$ cat src/rtl/sap_controller.sv
// sap_controller -- Moore control sequencer for a SAP-1 style CPU.
//
// Walks the one-hot T-states T1..T6 while step is high, decoding the
// bus control word from the current T-state and the instruction opcode.
// HLT parks the machine in HALT until rst is asserted.
//
// Build option:
//   SAP_VAR_CYCLE_EN  when defined, each instruction returns to T1 right
//                     after its last active T-state (OUT/NOP after T4,
//                     LDA after T5, ADD/SUB after T6). When undefined,
//                     every non-HLT instruction takes all six T-states.
module sap_controller (
    input  logic       clk,
    input  logic       rst,
    input  logic       step,
    input  logic [3:0] opcode,
    output logic [5:0] tstate,
    output logic       pc_out,
    output logic       pc_inc,
    output logic       mar_load,
    output logic       mem_out,
    output logic       ir_load,
    output logic       ir_out,
    output logic       a_load,
    output logic       a_out,
    output logic       b_load,
    output logic       alu_out,
    output logic       alu_sub,
    output logic       out_load,
    output logic       halted
);

    typedef enum logic [2:0] {
        S_T1   = 3'd0,
        S_T2   = 3'd1,
        S_T3   = 3'd2,
        S_T4   = 3'd3,
        S_T5   = 3'd4,
        S_T6   = 3'd5,
        S_HALT = 3'd6
    } state_t;

    localparam logic [3:0] OP_LDA = 4'h0;
    localparam logic [3:0] OP_ADD = 4'h1;
    localparam logic [3:0] OP_SUB = 4'h2;
    localparam logic [3:0] OP_OUT = 4'hE;
    localparam logic [3:0] OP_HLT = 4'hF;

    state_t state;
    state_t state_next;

    // Opcode class decode; anything not listed behaves as NOP.
    logic is_lda;
    logic is_add;
    logic is_sub;
    logic is_out;
    logic is_hlt;

    // Classify the opcode once so the state and output decodes stay readable.
    always_comb begin
        is_lda = (opcode == OP_LDA);
        is_add = (opcode == OP_ADD);
        is_sub = (opcode == OP_SUB);
        is_out = (opcode == OP_OUT);
        is_hlt = (opcode == OP_HLT);
    end

    // State register; rst forces T1 immediately, independent of clk and step.
    always_ff @(posedge clk or posedge rst) begin
        if (rst) begin
            state <= S_T1;
        end else begin
            // NOTE: state is updated with <= so every process sampling it on
            // this edge sees the pre-edge value; blocking here would race.
            state <= state_next;
        end
    end

    // Next-state decode: advance one T-state per stepped edge; HALT is sticky.
    always_comb begin
        // NOTE: the hold value is assigned before the case so every path
        // drives state_next; a missing branch would otherwise infer a latch.
        state_next = state;
        if (step) begin
            case (state)
                S_T1: state_next = S_T2;
                S_T2: state_next = S_T3;
                S_T3: state_next = S_T4;
                S_T4: begin
                    if (is_hlt) begin
                        state_next = S_HALT;
                    end else begin
`ifdef SAP_VAR_CYCLE_EN
                        // Only LDA/ADD/SUB have work left after T4.
                        if (is_lda || is_add || is_sub) begin
                            state_next = S_T5;
                        end else begin
                            state_next = S_T1;
                        end
`else
                        state_next = S_T5;
`endif
                    end
                end
                S_T5: begin
`ifdef SAP_VAR_CYCLE_EN
                    // LDA completes in T5; only ADD/SUB need the ALU cycle.
                    if (is_add || is_sub) begin
                        state_next = S_T6;
                    end else begin
                        state_next = S_T1;
                    end
`else
                    state_next = S_T6;
`endif
                end
                S_T6:    state_next = S_T1;
                S_HALT:  state_next = S_HALT;
                default: state_next = S_T1;
            endcase
        end
    end

    // Control-word decode from state and opcode; all signals default low.
    always_comb begin
        tstate   = 6'b000000;
        pc_out   = 1'b0;
        pc_inc   = 1'b0;
        mar_load = 1'b0;
        mem_out  = 1'b0;
        ir_load  = 1'b0;
        ir_out   = 1'b0;
        a_load   = 1'b0;
        a_out    = 1'b0;
        b_load   = 1'b0;
        alu_out  = 1'b0;
        alu_sub  = 1'b0;
        out_load = 1'b0;
        halted   = 1'b0;
        case (state)
            S_T1: begin
                // Fetch: PC address into MAR.
                tstate   = 6'b000001;
                pc_out   = 1'b1;
                mar_load = 1'b1;
            end
            S_T2: begin
                tstate = 6'b000010;
                pc_inc = 1'b1;
            end
            S_T3: begin
                // Fetch: instruction word into IR.
                tstate  = 6'b000100;
                mem_out = 1'b1;
                ir_load = 1'b1;
            end
            S_T4: begin
                tstate = 6'b001000;
                if (is_lda || is_add || is_sub) begin
                    // Operand address from the IR low nibble into MAR.
                    ir_out   = 1'b1;
                    mar_load = 1'b1;
                end else if (is_out) begin
                    a_out    = 1'b1;
                    out_load = 1'b1;
                end
            end
            S_T5: begin
                tstate = 6'b010000;
                if (is_lda) begin
                    mem_out = 1'b1;
                    a_load  = 1'b1;
                end else if (is_add || is_sub) begin
                    mem_out = 1'b1;
                    b_load  = 1'b1;
                end
            end
            S_T6: begin
                tstate = 6'b100000;
                if (is_add || is_sub) begin
                    alu_out = 1'b1;
                    alu_sub = is_sub;
                    a_load  = 1'b1;
                end
            end
            S_HALT: begin
                halted = 1'b1;
            end
            default: begin
                tstate = 6'b000000;
            end
        endcase
    end

endmodule

$ cat config.mk
export PLATFORM = sky130hd
export DESIGN_NAME = sap_controller
export DESIGN_NICKNAME = d
export VERILOG_FILES = /design/src/rtl/sap_controller.sv
export SDC_FILE = /design/constraint.sdc
export NUM_CORES = 1
export LEC_CHECK = 0
export CORE_AREA = 8 8 45 47
export DETAILED_ROUTE_END_ITERATION = 8
export DIE_AREA = 0 0 53 55
export HOLD_SLACK_MARGIN = 0.1
export PLACE_DENSITY = 0.71
export SYNTH_ARGS = -nofsm -noshare
export SYNTH_HDL_FRONTEND = slang
export SYNTH_SLANG_ARGS = --single-unit
export TNS_END_PERCENT = 5
$ cat constraint.sdc
create_clock -name clk -period 1.3 [get_ports clk]
set_clock_uncertainty 0.1 [all_clocks]
set_input_delay 0.195 -clock clk [delete_from_list [all_inputs] [get_ports clk]]
set_output_delay 0.195 -clock clk [all_outputs]
set_load 0.02 [all_outputs]
==> results of run 1 <==
-- metrics by stage --
step                cell area, um2  power (uW)
global placement               728        1420
detailed placement             728        1440
floorplan                      425         915
finish                         761        1660
global route                   761        1770
CTS                            751        1620
-- worst min path at each step --
| stage | endpoint | slack [ns] | startpoint |
|---|---|---|---|
| floorplan | state[0] | -0.15 | rst |
| global placement | state[0] | 0.26 | rst |
| detailed placement | state[1] | 0.28 | rst |
| CTS | state[1] | 0.59 | rst |
| global route | state[1] | 0.63 | opcode[1] |
| finish | state[1] | 0.59 | rst |
-- repair_timing --
item / CTS / global route
endpoints found under the setup margin: 19 / 20
resized for setup: 106 / 2
endpoints found under the hold margin: 3 / 0
pin swaps: 4 / 0
cloned: 0 / 0
hold buffers: 1 / 0
-- area by class of cell --
cell class | count | area (um2)
fillers | 125 | 623
inverters | 4 | 15.0
multi-input cells | 31 | 312
clock buffers | 4 | 26.3
flip-flops and latches | 3 | 75.1
repair buffers | 36 | 313
well taps | 16 | 20.0
-- cells by family after synthesis --
logic type / count (synthesis)
compound gates: 9
xor+xnor: 2
buf+inv: 10
flops: 3
simple gates: 20
-- layer usage --
layer | wire [um] | vias to the layer above
met1 | 538 | 217
met3 | 141 | 4
met4 | 39 | 0
met5 | 0 | -
li1 | - | 223
met2 | 674 | 20
-- where the power goes --
| group | switching [uW] | internal, uW | total, uW |
|---|---|---|---|
| registers | 37.1 | 141 | 178 |
| logic | 681 | 629 | 1310 |
| clock network | 53.9 | 115 | 169 |
| total | 772 | 885 | 1660 |
-- critical path: cells and delay by family, from the launching register on --
| kind | cells | cell delay [ns] |
|---|---|---|
| buffers and inverters | 2 | 0.29 |
| AND/OR/NAND/NOR | 2 | 0.60 |
| flip-flops | 1 | 0.39 |
-- layout by cell type, fill, tap and decap left out, drive strengths merged --
master         netlist  final
o21ai                1      1
nand3                2      2
or4b                 1      1
buf                  5     29
clkbuf               1      4
nand2                1      1
a211o                1      1
xnor2                2      2
nand3b               1      1
o211a                1      1
nor3b                3      3
o21bai               2      2
and3b                1      1
a211oi               1      1
nor2                 2      2
inv                  4      4
dfrtp                3      3
a21o                 1      1
and4                 1      1
o21ba                1      1
a21bo                1      1
clkdlybuf4s50        0      3
nor4                 1      1
nor3                 5      5
nand2b               1      1
dlygate4sd3          0      1
dlygate4sd2          0      3
or3b                 1      1
==> flow_metrics.tcl, run 1 <==
set metrics [dict create \
    arrival_ns 1.52 \
    num_rows 14 \
    rsz0062_at_grt "true" \
    dp_hpwl_mm 1.03 \
    status "finished with violations" \
    cts_tree "yes" \
    synth.most_common_cell "nor3_1" \
    slew_violations 0 \
    hp-class "in2async" \
    vias 464 \
    synth_compound_area_frac 0.219 \
    finalNetCount 86 \
    grt.total_usage 0.101 \
    setup_tns_ns -6.48 \
    clock_path_buffers 2 \
    reg_top3 "state (3)" \
    drv_cap 0 \
    grt.busiest_layer "met2" \
    critical_path.endpoint "b_load" \
    grtUsageMet3 0.0294 \
    rr_endpoint "state[0]" \
    fmax_ghz 0.550 \
    slowest_delay_ns 0.40 \
    yosys.area.top_type "dfrtp_1" \
    regMostFlops "state" \
    ys_types 26 \
    cts_setup_buffers 0 \
    cts_buffers 3 \
    yosysTopAreaCellShare 0.205 \
    fin_util 0.550 \
    finalSetupViolCount 19 \
    diodes 0 \
    synth_edf_count 0 \
    root_buffer "clkbuf_4" \
    startpoint "state[1]" \
    gp_congestion 0.778 \
    max_slew_margin 0.754 \
    synthAdderAreaFrac 0 \
    synth_area_leaders "dfrtp_1 (21%), buf_4 (8.2%), nor3_1 (6.8%)" \
    met2_usage 0.166 \
    drc 0 \
    grt_pass1_wl_mm 2.16 \
    reg2reg_depth 5 \
    synthesis.nets 51 \
    syn-cell-area_um2 365 \
    synth_top_family_by_area "simple AND/OR/NAND/NOR gates" \
    largest_register_ffs 3 \
    startpoint_type "register" \
    finalHoldViolCount 0 \
    yosys_warnings 0 \
    path_cells "buf_6 > or3b_4 > nor4_4 > buf_4" \
    synth_mux_area_frac 0 \
    r2r-start "state[1]" \
    tightest_slew_ns 0.368 \
    start_util 0.264 \
    io_buffers 25 \
    peakVddDrop_mv 0.780 \
    critPathKind "reg2out" \
    power_leakage_uw 0.000373 \
    viasPerCell 4.94 \
    required_ns 1.00 \
    powerDensity_nw_per_um2 2180 \
    async_flop_share 1.00 \
    synth_seq_cells 3 \
    drive_gt1_frac 0.641 \
    critical_path.slowest_cell "or3b_4" \
    synth_common_cells "nor3_1 (5), buf_4 (4), inv_1 (4), dfrtp_1 (3), nor3b_1 (3)" \
    die_w_um 53 \
    avgSynthCellArea_um2 8.30 \
    synth_seq_area_share 0.205 \
    drtPass1Iterations 4 \
    use_met1 0.108 \
    drt.antenna.violating_nets 0 \
    grt-ovfl-total 0 \
    finalCritPeriodShare 1.40 \
    wirelength_mm 1.39 \
    synthCells 44 \
    antenna_found_initial 0 \
    htree_levels 1 \
    syn2layout_area_growth_pct 108 \
    whs_ns 0.592 \
    dpl.cell_count 89 \
    wl_per_cell_um 14.8 \
    clkSlewWorstSetupHoldPaths_ns 0.04 \
    design.core.area_um2 1380 \
    synth_xor_area_frac 0.0479 \
    clock-sinks 3 \
    die_area_um2 2920 \
    crit_fanout 3 \
    grt_pass1_vias 476 \
    ios 26 \
    rrSetupSlack_ns 0.04 \
    endpoint_kind "output port" \
    pre_cts_slack_ns -1.03 \
    fin_ws_ns -0.519 \
    grt_max_degree 14 \
    fin_crit_ns 1.82 \
    violations "negative setup slack" \
    yosys.area_share.simple 0.380 \
    die_h_um 55 \
    drt_iter0_markers 6 \
    fin_cells 94 \
    synth_ff_type "dfrtp_1" \
    clkLatencyLatePin_ns 0.24 \
]
No activity file was read; power rests on OpenSTA's default activity.
==> inputs of run 2 (changes only) <==
--- a/config.mk
+++ b/config.mk
@@ -9,6 +9,7 @@
 export DETAILED_ROUTE_END_ITERATION = 8
 export DIE_AREA = 0 0 53 55
 export HOLD_SLACK_MARGIN = 0.1
+export MAX_ROUTING_LAYER = met4
 export PLACE_DENSITY = 0.71
 export SYNTH_ARGS = -nofsm -noshare
 export SYNTH_HDL_FRONTEND = slang
==> results of run 2 <==
The final DEF is identical to that of run 1; final timing and power are the same.
Among the figures that moved: final weighted congestion in routability-driven placement 0.778 -> 0.789; overall routing resource usage 0.101 -> 0.104
==> inputs of run 3 (changes only) <==
--- a/config.mk
+++ b/config.mk
@@ -6,6 +6,7 @@
 export NUM_CORES = 1
 export LEC_CHECK = 0
 export CORE_AREA = 8 8 45 47
+export CTS_BUF_LIST = sky130_fd_sc_hd__clkbuf_4 sky130_fd_sc_hd__clkbuf_8
 export DETAILED_ROUTE_END_ITERATION = 8
 export DIE_AREA = 0 0 53 55
 export HOLD_SLACK_MARGIN = 0.1
==> run 3 against run 2 <==
The flow still finishes with violations (negative setup slack). Power up 0.99%. Core utilization up 1.4 points. Worst setup slack better by 0.0032 ns. Cell area up 2.5%. Clock power up 10%. Largest power group unchanged. Critical path depth unchanged. Die area unchanged.
==> flow_metrics.tcl, run 3 (synthesized netlist as in run 1, its figures left out) <==
set metrics [dict create \
    startpoint "state[1]" \
    hp-class "in2reg" \
    antenna_found_initial 0 \
    reg2reg_depth 5 \
    finalCritPeriodShare 1.40 \
    path_cells "buf_6 > or3b_4 > nor4_4 > buf_4" \
    htree_levels 1 \
    regMostFlops "state" \
    clock_path_buffers 2 \
    syn2layout_area_growth_pct 113 \
    peakVddDrop_mv 0.993 \
    gp_congestion 0.789 \
    violations "negative setup slack" \
    slew_violations 0 \
    wl_per_cell_um 14.8 \
    power_leakage_uw 0.000386 \
    drv_cap 0 \
    vias 456 \
    grt-ovfl-total 0 \
    largest_register_ffs 3 \
    powerDensity_nw_per_um2 2150 \
    finalSetupViolCount 19 \
    clkSlewWorstSetupHoldPaths_ns 0.04 \
    rrSetupSlack_ns 0.04 \
    num_rows 14 \
    drtPass1Iterations 4 \
    drc 0 \
    grt_pass1_wl_mm 2.17 \
    rr_endpoint "state[0]" \
    required_ns 1.00 \
    viasPerCell 4.85 \
    slowest_delay_ns 0.40 \
    critical_path.endpoint "b_load" \
    rsz0062_at_grt "true" \
    final_cell_mix "buf_4 (20), buf_6 (8), inv_1 (4), nor3_2 (4), clkbuf_4 (4)" \
    cts_tree "yes" \
    drt.antenna.violating_nets 0 \
    final_common_cell "buf_4" \
    grt.total_usage 0.101 \
    drt_iter0_markers 12 \
    start_util 0.264 \
    fin_crit_ns 1.82 \
    r2r-start "state[1]" \
    fmax_ghz 0.551 \
    die_area_um2 2920 \
    min_path_cells 3 \
    status "finished with violations" \
    grt_max_degree 14 \
    io_buffers 25 \
    startpoint_type "register" \
    design.core.area_um2 1380 \
    ios 26 \
    diodes 0 \
    root_buffer "clkbuf_4" \
    pre_cts_slack_ns -1.03 \
    cts_setup_buffers 0 \
    die_w_um 53 \
    dp_hpwl_mm 1.03 \
    wirelength_mm 1.39 \
    grt_pass1_vias 487 \
    clkLatencyLatePin_ns 0.24 \
    max_slew_margin 0.753 \
    crit_fanout 3 \
    finalHoldViolCount 0 \
    setup_tns_ns -6.57 \
    die_h_um 55 \
    clock-sinks 3 \
    drive_gt1_frac 0.654 \
    arrival_ns 1.52 \
    tightest_slew_ns 0.369 \
    finalNetCount 86 \
    critical_path.slowest_cell "or3b_4" \
    endpoint_kind "output port" \
    fin_ws_ns -0.515 \
    reg_top3 "state (3)" \
    cts_buffers 3 \
    critPathKind "reg2out" \
]
[run 3: cell types whose count changed in the layout (fill, tap and decap cells not counted), sizes merged]
cell	change
dlygate4sd2	-1
dlymetal6s2s	+1
[run 3: area by class of cell]
type | instances | area, um2
repair buffers | 36 | 315
fillers | 124 | 604
multi-input cells | 31 | 324
clock buffers | 4 | 30.0
well taps | 16 | 20.0
inverters | 4 | 15.0
flip-flops and latches | 3 | 75.1
[run 3: where the power goes]
group	internal, uW	leakage, uW	switching (uW)
sequential	141	0.0000361	35.0
combinational	625	0.000332	687
clock	136	0.0000184	49.8
[run 3: timing repair]
| item | 4_1_cts | 5_1_grt |
|---|---|---|
| hold buffers | 1 | 0 |
| resized for setup | 104 | 5 |
| hold endpoints to repair | 3 | 0 |
| pin swaps | 3 | 3 |
| endpoints found under the setup margin | 19 | 20 |
[run 3: worst max-delay path, delay by kind of cell (launching register included)]
family,cells,cell delay (ns)
buffers and inverters,2,0.29
flip-flops,1,0.39
AND/OR/NAND/NOR,2,0.60
[run 3: metrics by stage]
step	total power [uW]	hold slack, ns	area, um2	utilization	std cells
2_1_floorplan	915	-0.151	425	-	44
3_3_place_gp	1420	0.264	728	0.526	89
3_5_place_dp	1440	0.279	728	0.526	89
4_1_cts	1620	0.594	759	0.549	94
5_1_grt	1790	0.547	779	0.563	94
6_report	1670	0.520	779	0.563	94
[run 3: how the worst min path moves through the flow]
stage / start / endpoint
finish: opcode[1] / state[1]
global route: opcode[1] / state[1]
CTS: rst / state[1]
detailed placement: rst / state[1]
global placement: rst / state[0]
floorplan: rst / state[0]
[run 3: routing by layer]
layer / track usage / wire (um)
met2: 0.154 / 687
met1: 0.113 / 576
met5: - / 0
met4: 0.0517 / 0
met3: 0.0374 / 124
==> variant, RTL diff (config.mk and constraints of run 3) <==
Re-encode `state_t` (7 states) as Gray code, 3 bits wide.
--- a/src/rtl/sap_controller.sv
+++ b/src/rtl/sap_controller.sv
@@ -31,13 +31,13 @@
 );
 
     typedef enum logic [2:0] {
-        S_T1   = 3'd0,
-        S_T2   = 3'd1,
-        S_T3   = 3'd2,
-        S_T4   = 3'd3,
-        S_T5   = 3'd4,
-        S_T6   = 3'd5,
-        S_HALT = 3'd6
+        S_T1   = 3'b000,
+        S_T2   = 3'b001,
+        S_T3   = 3'b011,
+        S_T4   = 3'b010,
+        S_T5   = 3'b110,
+        S_T6   = 3'b111,
+        S_HALT = 3'b101
     } state_t;
 
     localparam logic [3:0] OP_LDA = 4'h0;
Check against the original RTL: same outputs for any inputs over 10 cycles, from zero or initial values and one cycle with rst high; not proved beyond that.
==> variant against run 3 <==
  * The run still ends with negative setup slack left
  * Power is 2.1% lower
  * Die area is the same
  * Combinational power down 5%
  * Via count up 13%
  * First-iteration DRC count is 33% lower
  * Synthesized cell count rose by 27%
  * Setup slack gained 0.22 ns
  * Cell area is 0.16% higher
  * Routed wire length down 3.8%
  * Sequential cell count unchanged
  * Synthesized area fell by 1.7%
  * Critical path type unchanged
  * Core utilization rose by 0.090 points
  * Global-route usage up 0.52 points
==> variant: results (changes against run 3) <==
| Metric | Value |
|---|---|
| Outcome | `finished, violations left` |
| Violated checks | `negative setup slack` |
| Post-synthesis cell count | `56 (+27%)` |
| Fin util | `0.564 (+0.000904)` |
| First-pass GRT wire length | `2260 um (+4.2%)` |
| Finish-stage setup viols | `19 (unchanged)` |
| Number of buffers created by CTS | `3 (unchanged)` |
| Placed instance area | `727 um^2 (-0.17%)` |
| Vias | `516 (+13%)` |
| Count of cell types in the netlist | `25 (-3.8%)` |
| Crit Path Class | `register to primary output` |
| Async S/R FF share, synth | `1.00 (unchanged)` |
| Static Leak | `0.387 nW (+0.25%)` |
| Crit path DAT | `1.30 ns (-0.22 ns)` |
| Ant diodes | `0 (unchanged)` |
| Ys flop type | `dfrtp_1` |
| Sw frac | `0.469 (+0.00789)` |
| Vias in the first global route | `532 (+9.2%)` |
| Mapped Nets | `63 (+24%)` |
| Final Wtd Congestion | `0.796 (+0.86%)` |
| Combinational share of power | `0.756 (-0.028)` |
| Max Used Layer | `met4` |
| Clk pwr share | `0.114 (+0.003)` |
| DP Worst Slack | `-0.974 ns (+0.0530 ns)` |
| M1 WL | `520 um (-9.7%)` |
| Worst slew margin | `0.877 (+0.124)` |
| Layout cell share with drive strength beyond 1 | `0.559 (-0.0947)` |
| Worst-path clk slew | `0.04 ns (about the same)` |
| Top flop regs | `state x3` |
| GR Util All Layers | `0.106 (+0.00525)` |
| Worst skew pair latency | `0.24 ns (about the same)` |
| Largest net degree at the start of global routing | `11 (-3)` |
| Placed cells | `104 (+17%)` |
| Sequential fraction of the synthesis area | `0.209 (+0.00358)` |
| Fill count | `145 (+17%)` |
| Routed WL | `1340 um (-3.8%)` |
| Post-synth top cells | `nor2_1, nand2_1, nor3_1` |
| Hold_sp | `opcode[0]` |
| Met3 wire length | `108 um (-13%)` |
| Final std cells w/o fill | `109 (+16%)` |
| Fin Setup TNS | `-3.72 ns (+2.86 ns)` |
| VDD IR max | `0.00103 V (+3.6%)` |
| Metal2 WL | `685 um (-0.29%)` |
| CP Max Fanout | `5 (+2)` |
| DRT iter0 DRCs | `8 (-4)` |
| Max Buffers Root-to-Sink | `2 (unchanged)` |
| Synth area leaders | `dfrtp_1, nor2_1, nand2_1` |
| R2R Path Start | `state[2]$_DFFE_PP0P_` |
| # Post-CTS Setup Buffers | `0 (unchanged)` |
| Final HPWL DP | `1070 um (+3.6%)` |
| Final setup margin | `-0.299 ns (+0.217 ns)` |
| Sw power | `0.768 mW (-0.45%)` |
-- variant: cell types whose count changed in the layout (fill, tap and decap cells not counted), sizes merged, moves of 3 or more --
cell | before | now
clkdlybuf4s15 | 0 | 3
buf | 29 | 33
nand2 | 1 | 6
nor2 | 2 | 11
-- variant: what timing repair did --
item / 4_1_cts / 5_1_grt
setup endpoints to repair: 19 / 19
hold buffers: 1 / 0
pin swaps: 6 / 2
gates resized for setup: 113 / 5
hold endpoints to repair: 3 / 0
-- variant: final cells by class --
| type | count | share of cell area |
|---|---|---|
| clock buffers | 4 | 0.0385 |
| multi-input cells | 43 | 0.381 |
| repair buffers | 40 | 0.442 |
| flip-flops and latches | 3 | 0.0978 |
| inverters | 3 | 0.0144 |
| well taps | 16 | 0.0256 |
-- variant: kinds of logic after synthesis --
family,count (synthesis),share of synthesized area
flip-flops,3,0.209
buffers and inverters,10,0.150
AND/OR/NAND/NOR,33,0.436
XOR/XNOR,1,0.0244
AO/OA/AOI/OAI,9,0.181
-- variant: worst max-delay path: stages (launching register included) --
cell and delay, ns:
dfrtp_1 0.40, nand2_1 0.10, or3_4 0.36, o21ai_2 0.07
buf_6 0.13
-- variant: worst paths after layout --
path,endpoint,slack [ns],cells past startpoint
worst min-delay path,state[1]$_DFFE_PP0P_,0.48,5
worst min register to register,state[2]$_DFFE_PP0P_,0.57,2
max in group asynchronous,state[0]$_DFFE_PP0P_,0.38,3
min in group asynchronous,state[1]$_DFFE_PP0P_,0.58,3
worst max register to register,state[1]$_DFFE_PP0P_,0.13,5
worst max-delay path,mem_out,-0.30,4
-- variant: layer usage --
layer,up-vias,global-route usage
met5,-,-
met4,0,0.0776
met3,2,0.0214
met2,24,0.191
met1,228,0.0979
li1,262,-
